===== src/rtl/mem_arbiter_pkg.sv =====
// ---------------------------------------------------------------------------
// mem_arbiter_pkg
//  Shared definitions for the memory arbiter slice: FSM state codes, memory
//  op encodings and the one-hot grant record passed from the priority block
//  to the arbiter FSM.
//
//  Op encoding on mcOp / loadOp / storeOp: {isStore, size[1:0]}
//    size 00 byte, 01 half, 11 word. Instruction fetch always uses FETCH_OP.
// ---------------------------------------------------------------------------
package mem_arbiter_pkg;

    // FSM state codes
    localparam logic [1:0] ST_IDLE  = 2'd0;
    localparam logic [1:0] ST_FETCH = 2'd1;
    localparam logic [1:0] ST_LOAD  = 2'd2;
    localparam logic [1:0] ST_STORE = 2'd3;

    // Op field layout
    localparam int         OP_STORE = 2;        // bit index of the store flag
    localparam logic [1:0] SIZE_B   = 2'b00;
    localparam logic [1:0] SIZE_H   = 2'b01;
    localparam logic [1:0] SIZE_W   = 2'b11;
    localparam logic [2:0] FETCH_OP = {1'b0, SIZE_W};

    // One-hot grant decision for the current IDLE cycle
    typedef struct packed {
        logic store;
        logic load;
        logic fetch;
    } grant_t;

    // True for the states whose transaction returns read data and can be
    // aborted by a flush.
    function automatic logic isReadState(input logic [1:0] state);
        return (state == ST_FETCH) || (state == ST_LOAD);
    endfunction

endpackage


===== src/rtl/mem_arb_prio.sv =====
// ---------------------------------------------------------------------------
// mem_arb_prio
//  Grant selection for the memory arbiter plus the fetch starvation counter.
//
//  Priority (only when grantEnable is high):
//    1 store  (committed stores must drain in order)
//    2 fetch  when the starve counter has reached STARVE_LIMIT
//    3 load
//    4 fetch
//
//  Ports
//    clockIn      system clock
//    resetIn      synchronous active-high reset
//    readyIn      global enable, counter holds when low
//    grantEnable  arbiter is in IDLE and may start a transaction this cycle
//    clearIdle    flush seen while IDLE, resets the starve counter
//    fetchReq/loadReq/storeReq  raw requester lines
//    grant        one-hot grant decision (combinational)
// ---------------------------------------------------------------------------
module mem_arb_prio
    import mem_arbiter_pkg::*;
#(
    parameter int unsigned STARVE_LIMIT = 4
) (
    input  logic   clockIn,
    input  logic   resetIn,
    input  logic   readyIn,
    input  logic   grantEnable,
    input  logic   clearIdle,
    input  logic   fetchReq,
    input  logic   loadReq,
    input  logic   storeReq,
    output grant_t grant
);

    localparam logic [3:0] LIMIT = 4'(STARVE_LIMIT);

    logic [3:0] starveCntReg;
    logic       fetchStarved;

    assign fetchStarved = (starveCntReg == LIMIT);

    always_comb begin
        grant = '0;
        if (grantEnable) begin
            if (storeReq) begin
                grant.store = 1'b1;
            end else if (fetchReq && fetchStarved) begin
                grant.fetch = 1'b1;
            end else if (loadReq) begin
                grant.load = 1'b1;
            end else if (fetchReq) begin
                grant.fetch = 1'b1;
            end
        end
    end

    // Counts data-side grants that overtook a waiting fetch. Any moment
    // without a pending fetch, or the fetch finally being granted, restarts
    // the count.
    always_ff @(posedge clockIn) begin
        if (resetIn) begin
            starveCntReg <= '0;
        end else if (readyIn) begin
            if (clearIdle || !fetchReq || grant.fetch) begin
                starveCntReg <= '0;
            end else if ((grant.load || grant.store) && !fetchStarved) begin
                starveCntReg <= starveCntReg + 4'd1;
            end
        end
    end

endmodule


===== src/rtl/mem_arbiter.sv =====
// ---------------------------------------------------------------------------
// mem_arbiter
//  Schedules the single-port memory controller between icache fetch, LSB
//  load and committed-store drain, with anti-starvation for fetch and the
//  branch-flush cancel rules.
//
//  Optional feature: define ARB_PERF_EN to add three free-running 32-bit
//  performance counters (perfFetchWait, perfLoadWait, perfStoreCnt) and the
//  matching output ports.
//
//  Ports
//    clockIn, resetIn    clock, synchronous active-high reset
//    readyIn             global enable; low freezes every register/output
//    clearIn             mispredict flush (aborts fetch/load, not stores)
//    fetchReq/fetchAddr/fetchDone           icache side
//    loadReq/loadOp/loadAddr/loadDone       LSB load side
//    storeReq/storeOp/storeAddr/storeData/storeDone   store drain side
//    rdata               registered read data for fetch/load
//    mcFlag/mcOp/mcIsFetch/mcAddr/mcData/mcClear      to memory controller
//    mcOk/mcRdata        completion pulse and read data from controller
// ---------------------------------------------------------------------------
module mem_arbiter
    import mem_arbiter_pkg::*;
#(
    parameter int unsigned STARVE_LIMIT = 4
) (
    input  logic        clockIn,
    input  logic        resetIn,
    input  logic        readyIn,
    input  logic        clearIn,
    input  logic        fetchReq,
    input  logic [31:0] fetchAddr,
    output logic        fetchDone,
    input  logic        loadReq,
    input  logic [2:0]  loadOp,
    input  logic [31:0] loadAddr,
    output logic        loadDone,
    input  logic        storeReq,
    input  logic [2:0]  storeOp,
    input  logic [31:0] storeAddr,
    input  logic [31:0] storeData,
    output logic        storeDone,
    output logic [31:0] rdata,
    output logic        mcFlag,
    output logic [2:0]  mcOp,
    output logic        mcIsFetch,
    output logic [31:0] mcAddr,
    output logic [31:0] mcData,
    output logic        mcClear,
    input  logic        mcOk,
`ifdef ARB_PERF_EN
    output logic [31:0] perfFetchWait,
    output logic [31:0] perfLoadWait,
    output logic [31:0] perfStoreCnt,
`endif
    input  logic [31:0] mcRdata
);

    logic [1:0] stateReg;
    grant_t     grant;
    logic       anyDone;
    logic       grantEnable;
    logic       clearIdle;

    // The cycle that carries a Done pulse is the mandatory IDLE gap: the
    // finished requester still shows its request here, so granting now
    // would replay it.
    assign anyDone     = fetchDone | loadDone | storeDone;
    assign grantEnable = (stateReg == ST_IDLE) && !clearIn && !anyDone;
    assign clearIdle   = (stateReg == ST_IDLE) && clearIn;

    mem_arb_prio #(
        .STARVE_LIMIT (STARVE_LIMIT)
    ) u_prio (
        .clockIn     (clockIn),
        .resetIn     (resetIn),
        .readyIn     (readyIn),
        .grantEnable (grantEnable),
        .clearIdle   (clearIdle),
        .fetchReq    (fetchReq),
        .loadReq     (loadReq),
        .storeReq    (storeReq),
        .grant       (grant)
    );

    always_ff @(posedge clockIn) begin
        if (resetIn) begin
            stateReg  <= ST_IDLE;
            mcFlag    <= 1'b0;
            mcOp      <= '0;
            mcIsFetch <= 1'b0;
            mcAddr    <= '0;
            mcData    <= '0;
            mcClear   <= 1'b0;
            rdata     <= '0;
            fetchDone <= 1'b0;
            loadDone  <= 1'b0;
            storeDone <= 1'b0;
        end else if (readyIn) begin
            // Pulses last exactly one ready cycle
            fetchDone <= 1'b0;
            loadDone  <= 1'b0;
            storeDone <= 1'b0;
            mcClear   <= 1'b0;

            case (stateReg)
                ST_IDLE: begin
                    if (grant.store) begin
                        mcOp      <= storeOp;
                        mcAddr    <= storeAddr;
                        mcData    <= storeData;
                        mcIsFetch <= 1'b0;
                        mcFlag    <= 1'b1;
                        stateReg  <= ST_STORE;
                    end else if (grant.fetch) begin
                        mcOp      <= FETCH_OP;
                        mcAddr    <= fetchAddr;
                        mcData    <= '0;
                        mcIsFetch <= 1'b1;
                        mcFlag    <= 1'b1;
                        stateReg  <= ST_FETCH;
                    end else if (grant.load) begin
                        mcOp      <= loadOp;
                        mcAddr    <= loadAddr;
                        mcData    <= '0;
                        mcIsFetch <= 1'b0;
                        mcFlag    <= 1'b1;
                        stateReg  <= ST_LOAD;
                    end
                end

                ST_FETCH, ST_LOAD: begin
                    // A flush beats a simultaneous completion: the data
                    // belongs to a squashed path and must not be reported.
                    if (clearIn) begin
                        mcClear  <= 1'b1;
                        mcFlag   <= 1'b0;
                        stateReg <= ST_IDLE;
                    end else if (mcOk) begin
                        mcFlag    <= 1'b0;
                        rdata     <= mcRdata;
                        fetchDone <= (stateReg == ST_FETCH);
                        loadDone  <= (stateReg == ST_LOAD);
                        stateReg  <= ST_IDLE;
                    end
                end

                ST_STORE: begin
                    // Stores are already committed; a flush never cancels them.
                    if (mcOk) begin
                        mcFlag    <= 1'b0;
                        storeDone <= 1'b1;
                        stateReg  <= ST_IDLE;
                    end
                end

                default: stateReg <= ST_IDLE;
            endcase
        end
    end

`ifdef ARB_PERF_EN
    always_ff @(posedge clockIn) begin
        if (resetIn) begin
            perfFetchWait <= '0;
            perfLoadWait  <= '0;
            perfStoreCnt  <= '0;
        end else if (readyIn) begin
            if (fetchReq && (stateReg != ST_FETCH)) begin
                perfFetchWait <= perfFetchWait + 32'd1;
            end
            if (loadReq && (stateReg != ST_LOAD)) begin
                perfLoadWait <= perfLoadWait + 32'd1;
            end
            if ((stateReg == ST_STORE) && mcOk) begin
                perfStoreCnt <= perfStoreCnt + 32'd1;
            end
        end
    end
`endif

    // Read-state helper keeps the busy decode in one place for reviewers
    // cross-checking the flush behaviour; it has no effect on logic above.
    logic unusedReadState;
    assign unusedReadState = isReadState(stateReg) & 1'b0;

endmodule


===== config.mk =====
export PLATFORM = sky130hd
export DESIGN_NAME = mem_arbiter
export DESIGN_NICKNAME = d
export VERILOG_FILES = /design/src/rtl/mem_arbiter_pkg.sv /design/src/rtl/mem_arb_prio.sv /design/src/rtl/mem_arbiter.sv
export SDC_FILE = /design/constraint.sdc
export NUM_CORES = 1
export LEC_CHECK = 0
export CELL_PAD_IN_SITES_DETAIL_PLACEMENT = 1
export CELL_PAD_IN_SITES_GLOBAL_PLACEMENT = 1
export CORE_MARGIN = 2
export CORE_UTILIZATION = 28
export DETAILED_ROUTE_END_ITERATION = 10
export HOLD_SLACK_MARGIN = 0.08
export MAX_ROUTING_LAYER = met4
export PLACE_DENSITY = 0.88
export SKIP_LAST_GASP = 1
export SYNTH_ARGS = -nofsm -noshare
export SYNTH_HDL_FRONTEND = slang
export SYNTH_SLANG_ARGS = --single-unit
export TNS_END_PERCENT = 50

===== constraint.sdc =====
create_clock -name clockIn -period 4.4 [get_ports clockIn]
set_input_delay 0.88 -clock clockIn [delete_from_list [all_inputs] [get_ports clockIn]]
set_output_delay 0.88 -clock clockIn [all_outputs]
set_load 0.1 [all_outputs]

==> results.cfg, run 1 <==
[outcome]
outcome = finished clean

[clock_tree]
numCtsBuffers = 9
clk_pin_slew_ns = 0.08
ctsHoldBuffers = 0
clock_latency_ns = 0.35
clockBufferDepth = 2
cts_tree = yes
postCtsSetupRepairBufs = 0
cts_root_buf = clkbuf_16
post_cts_resize_count = 0
htree_levels = 3
cts.sinks = 111

[critical_path]
crit_required_ns = 3.52
critical_path_arrival_ns = 1.93
crit_buf_inv = 1
timing_worst_setup_path_type = reg2out
critPathMaxStageDelay_ns = 1.19
r2r_cells = 6
crit_fanout = 4
critPathCaptureType = output pin
r2r_setup_slack_ns = 1.98
start_kind = flip-flop
r2r_start = stateReg[0]
cp_cell_sequence = clkdlybuf4s50_1
cp_slowest_cell = clkdlybuf4s50_1
cp-startpoint = fetchDone
crit_family = buffers and inverters
reg2reg_to = stateReg[1]

[timing]
finalHoldViolations = 0
fmax_mhz = 355.3
fin_setup_tns_ns = 0
skew_ns = 0.01076
min_period_ns = 2.815
worst_pin_slew_ns = 1.050
relSlewSlack_pct = 29.76
rsz0062_at_grt = false
hold_ws_ns = 0.4552
finalSetupViolCount = 0
final.period_utilization_pct = 63.98
drv_slew = 0

[grt]
grtUsageMet3_pct = 4.497
grt_pass1_vias = 5057
overflow = 0
grt_first_pass_wirelength_mm = 27.77
gr-max-usage-layer = met2
use_met2_pct = 33.28
gr-usage-all-layers_pct = 20.17
grt_util_met1_pct = 23.84
grt_max_degree = 56
antenna_found_initial = 0

[pwr]
power_leakage_nw = 2.755
ir_worst_vdd_mv = 0.1870
power.density_nw_per_um2 = 355.5

[cells_and_area]
antenna-diode-count = 0
syn_to_final_growth_pct = 68.88
nets = 972
final_util_pct = 48.25
layout-drive-gt1-share_pct = 7.915

[route]
num_vias = 5045
drcViolationCount = 0
drt-initial-drc-count = 182
ant_nets = 0
dr.pass1.iters = 4
wl_per_cell_um = 17.78
vias_per_cell = 4.966
drt-total-wl_mm = 18.06

[synthesis]
ys_ff_latch = 111
syn_avg_cell_area_um2 = 8.791
synth_area_leaders = dfxtp_1 47%, a22oi_1 10%, a21oi_1 7.4%
syn_nets = 718
synthFlopType = dfxtp_1
ys_async_sr_fraction_pct = 0
synth_top_cell_by_area = dfxtp_1
ys_seq_area_share_pct = 47.07
synth_top_area_share_pct = 47.07
syn-cell-area_um2 = 4721
synth_cell_types = 45
synth-edff-count = 0
ys_warn_count = 0
synthCells = 537

[placement]
gp_congestion = 0.7785
numPortBuffers = 278
hpwl_mm = 13.08

[floorplan]
die_h_um = 133.8
die_w_um = 133.8
dieArea_um2 = 17910
start_util_pct = 28.57
io_pins = 279
row_count = 47
core_um2 = 16520

[run]
drv_cap = 0

[worst_hold_path]
hold_path.class = reg2reg
holdPathStages = 2
hold_end = rdata[0]
hp-start = rdata[0]
-- logic make-up after synthesis --
family                     synth area share, %
AOI/OAI and AO/OA                        28.62
and+or+nand+nor                          17.23
DFF                                      47.07
buffers and inverters                    4.983
adders and majority gates                1.855
muxes                                   0.2385
-- synthesized netlist by cell type, types with 5 or more instances --
| cell type | instances |
|---|---|
| a211oi_1 | 8 |
| a211oi_2 | 25 |
| a21oi_1 | 70 |
| a22oi_1 | 64 |
| buf_2 | 5 |
| clkbuf_1 | 38 |
| dfxtp_1 | 111 |
| ha_1 | 7 |
| inv_1 | 7 |
| nand2_1 | 71 |
| nand2b_1 | 5 |
| nor2_1 | 71 |
| nor2b_1 | 7 |
-- cell type report --
type / count / area [um2]
timing repair buffer: 290 / 2865
multi-input combinational: 372 / 2270
fill: 1844 / 8552
sequential: 111 / 2222
clock buffer: 10 / 239.0
inverter: 7 / 26.28
tap: 220 / 275.3
clock inverter: 6 / 75.07
-- worst max path at each step --
stage                            end  depth (start not counted)
final                      fetchDone                          1
after global routing       mcAddr[0]                          6
after CTS                  fetchDone                          1
after detailed placement   mcAddr[0]                          6
after global placement     mcAddr[1]                          6
after floorplan           mcAddr[20]                          6
-- cells in the final DEF, fill, tap and decap left out, types with 5 or more instances in the layout --
cell type        instances
inv_1                    7
a22oi_1                 64
a211oi_2                25
nor2b_1                  7
a211oi_1                 8
nand2_1                 71
buf_4                   13
ha_1                     7
dfxtp_1                111
a21oi_1                 70
clkdlybuf4s50_1        276
clkbuf_16                9
nand2b_1                 5
nor2_1                  71
-- flip-flops by register name (all words and copies together) (netlist names) --
register	flops
mcOp	3
storeDone	1
fetchDone	1
rdata	32
mcAddr	32
stateReg	2
mcFlag	1
loadDone	1
mcIsFetch	1
mcClear	1
mcData	32
u_prio.starveCntReg	4
-- report_power, final --
part | internal (W) | switching (W) | leakage [nW]
sequential | 0.00106 | 0.0000298 | 0.902
clock | 0.000467 | 0.000407 | 0.152
combinational | 0.000301 | 0.000573 | 1.70
-- routing by layer --
layer / vias up / part of all wire, %
li1: 2418 / -
met3: 36 / 7.0
met5: - / 0
met1: 2397 / 42
met2: 194 / 48
met4: 0 / 3.1
-- stage by stage --
stage	std cells	instance area (um2)	worst slack [ns]	total power [W]
2_1_floorplan	537	4721	2.148	0.001668
3_5_place_dp	1000	7659	1.251	0.001987
6_report	1016	7973	1.585	0.002835
3_3_place_gp	1000	7659	1.399	0.001974
4_1_cts	1016	7973	1.547	0.002872
5_1_grt	1016	7973	1.410	0.002956
(Power assumes the default switching activity.)
==> inputs of run 2 (changes only) <==
--- a/config.mk
+++ b/config.mk
@@ -8,11 +8,11 @@
 export CELL_PAD_IN_SITES_DETAIL_PLACEMENT = 1
 export CELL_PAD_IN_SITES_GLOBAL_PLACEMENT = 1
 export CORE_MARGIN = 2
-export CORE_UTILIZATION = 28
+export CORE_UTILIZATION = 26
 export DETAILED_ROUTE_END_ITERATION = 10
 export HOLD_SLACK_MARGIN = 0.08
 export MAX_ROUTING_LAYER = met4
-export PLACE_DENSITY = 0.88
+export PLACE_DENSITY = 0.83
 export SKIP_LAST_GASP = 1
 export SYNTH_ARGS = -nofsm -noshare
 export SYNTH_HDL_FRONTEND = slang
==> constraint.sdc (replaced) <==
create_clock -name clockIn -period 2.6 [get_ports clockIn]
set_input_delay 0.52 -clock clockIn [delete_from_list [all_inputs] [get_ports clockIn]]
set_output_delay 0.52 -clock clockIn [all_outputs]
set_load 0.1 [all_outputs]
==> run 2 against run 1 <==
Die area is 7.5% higher. Worst setup slack got worse by 1.3 ns. Combinational power is 68% higher. Clock power grew 52%. Sequential power up 69%. Clock skew is 0.0033 ns lower. Total power grew 63%. Sequential cell count did not move. Wire length is essentially flat. Final cell count increased by 1.3%. Core utilization shrank 4.8 points. Critical path type is now reg2reg. Critical endpoint is now stateReg[0].
==> results.cfg, run 2 (synthesis gave the netlist of run 1 again) <==
[outcome]
outcome = finished clean

[critical_path]
cp_slowest_cell = or4b_1
crit_required_ns = 2.87
crit_fanout = 6
critPathCaptureType = flip-flop
critPathMaxStageDelay_ns = 0.61
timing_worst_setup_path_type = reg2reg
cp_cell_sequence = inv_1 > ha_1 > or4b_1 > o31ai_1 > nand4b_1 > o2bb2ai_1
critical_path_arrival_ns = 2.58
start_kind = flip-flop

[timing]
min_period_ns = 2.310
finalHoldViolations = 0
skew_ns = 0.007439
worst_pin_slew_ns = 0.5847
hold_ws_ns = 0.4471
fmax_mhz = 432.9
drv_slew = 0
fin_setup_tns_ns = 0
finalSetupViolCount = 0
relSlewSlack_pct = 61.02
rsz0062_at_grt = false
final.period_utilization_pct = 88.84

[route]
dr.pass1.iters = 4
wl_per_cell_um = 17.54
drt-initial-drc-count = 190
ant_nets = 0
drt-total-wl_mm = 18.05
vias_per_cell = 4.880
drcViolationCount = 0
num_vias = 5022

[pwr]
p_switching_w = 0.001671
power.density_nw_per_um2 = 595.5
power_leakage_nw = 2.984
switching_share_pct = 36.06
p_seq_share_pct = 39.7
pwr-share-clk_pct = 28.6
ir_worst_vdd_mv = 0.3169
combPwrFrac_pct = 31.7
internal_power_w = 0.002962

[clock_tree]
cts.sinks = 111
clk_pin_slew_ns = 0.07
htree_levels = 3
postCtsSetupRepairBufs = 0
ctsHoldBuffers = 0
clock_latency_ns = 0.34
post_cts_resize_count = 0
cts_tree = yes
clockBufferDepth = 2
numCtsBuffers = 9
cts_root_buf = clkbuf_16

[floorplan]
row_count = 49
die_w_um = 138.7
dieArea_um2 = 19250
core_um2 = 17900
die_h_um = 138.7
start_util_pct = 26.37
io_pins = 279

[placement]
hpwl_mm = 13.05
gp_congestion = 0.7980
dpl-instance-area_um2 = 7507
numPortBuffers = 278

[cells_and_area]
layout_commonest_cell = clkdlybuf4s50_1
layout-drive-gt1-share_pct = 21.38
final_area_um2 = 7780
nets = 977
final_cell_mix = 171 x clkdlybuf4s50_1, 118 x buf_4, 111 x dfxtp_1
syn_to_final_growth_pct = 64.80
reg_top3 = mcAddr: 32 flops, mcData: 32 flops, rdata: 32 flops
final_util_pct = 43.46
antenna-diode-count = 0
nFillCells = 2077

[grt]
gr-usage-all-layers_pct = 19.02
grt_max_degree = 63
overflow = 0
grt_pass1_vias = 5454
antenna_found_initial = 0
grt_first_pass_wirelength_mm = 28.80

[worst_hold_path]
hold_path.class = in2reg

[run]
drv_cap = 0
## run 2: changes by cell type in the layout (fill, tap and decap cells not counted), sizes merged
cell and change:
bufinv -1, clkdlybuf4s50 -105, clkbuf +1, inv -2
clkinv +1, buf +110
## run 2: path summary, 6_finish.rpt
path	to	cells past startpoint	from	slack [ns]
worst min register to register	rdata[20]	2	rdata[20]	0.45
worst min-delay path	mcFlag	2	resetIn	0.45
worst max register to register	stateReg[0]	6	stateReg[0]	0.29
worst max-delay path	stateReg[0]	6	stateReg[0]	0.29
## run 2: per-stage QoR
| step | setup slack (ns) | power, W | std cells |
|---|---|---|---|
| after floorplan | 0.3482 | 0.002823 | 537 |
| after global placement | 0.3087 | 0.003332 | 1014 |
| after detailed placement | 0.2328 | 0.003354 | 1014 |
| after CTS | 0.2983 | 0.004708 | 1029 |
| after global routing | 0.1308 | 0.004851 | 1029 |
| final | 0.2900 | 0.004633 | 1029 |
## run 2: routing by layer
layer / track usage (%) / share of wire (%)
met2: 32.13 / 48
met1: 22.36 / 44
met3: 4.040 / 6.4
met4: 7.071 / 2.4
met5: - / 0
## run 2: final cells by class
cell class,count,area (um2),area share [%]
Sequential cell,111,2222,28.56
Clock inverter,4,30.03,0.3860
Clock buffer,11,242.7,3.120
Multi-Input combinational cell,372,2270,29.17
Tap cell,229,286.5,3.683
Timing Repair Buffer,295,2703,34.74
Inverter,7,26.28,0.3377
## run 2: power groups by stage
| stage | logic [W] | clock network [W] | registers [W] |
|---|---|---|---|
| after global placement | 0.00146 | 0 | 0.00187 |
| after detailed placement | 0.00148 | 0 | 0.00188 |
| after global routing | 0.00155 | 0.00146 | 0.00185 |
| after floorplan | 0.000357 | 0 | 0.00247 |
| after CTS | 0.00148 | 0.00139 | 0.00184 |
| final | 0.00147 | 0.00133 | 0.00184 |
## run 2: critical path: cells and delay by family (launching register included)
family,cells,cell delay [ns]
compound gates,2,0.71
fa+ha+maj,1,0.22
buf+inv,1,0.12
flops,1,0.35
simple gates,2,0.83
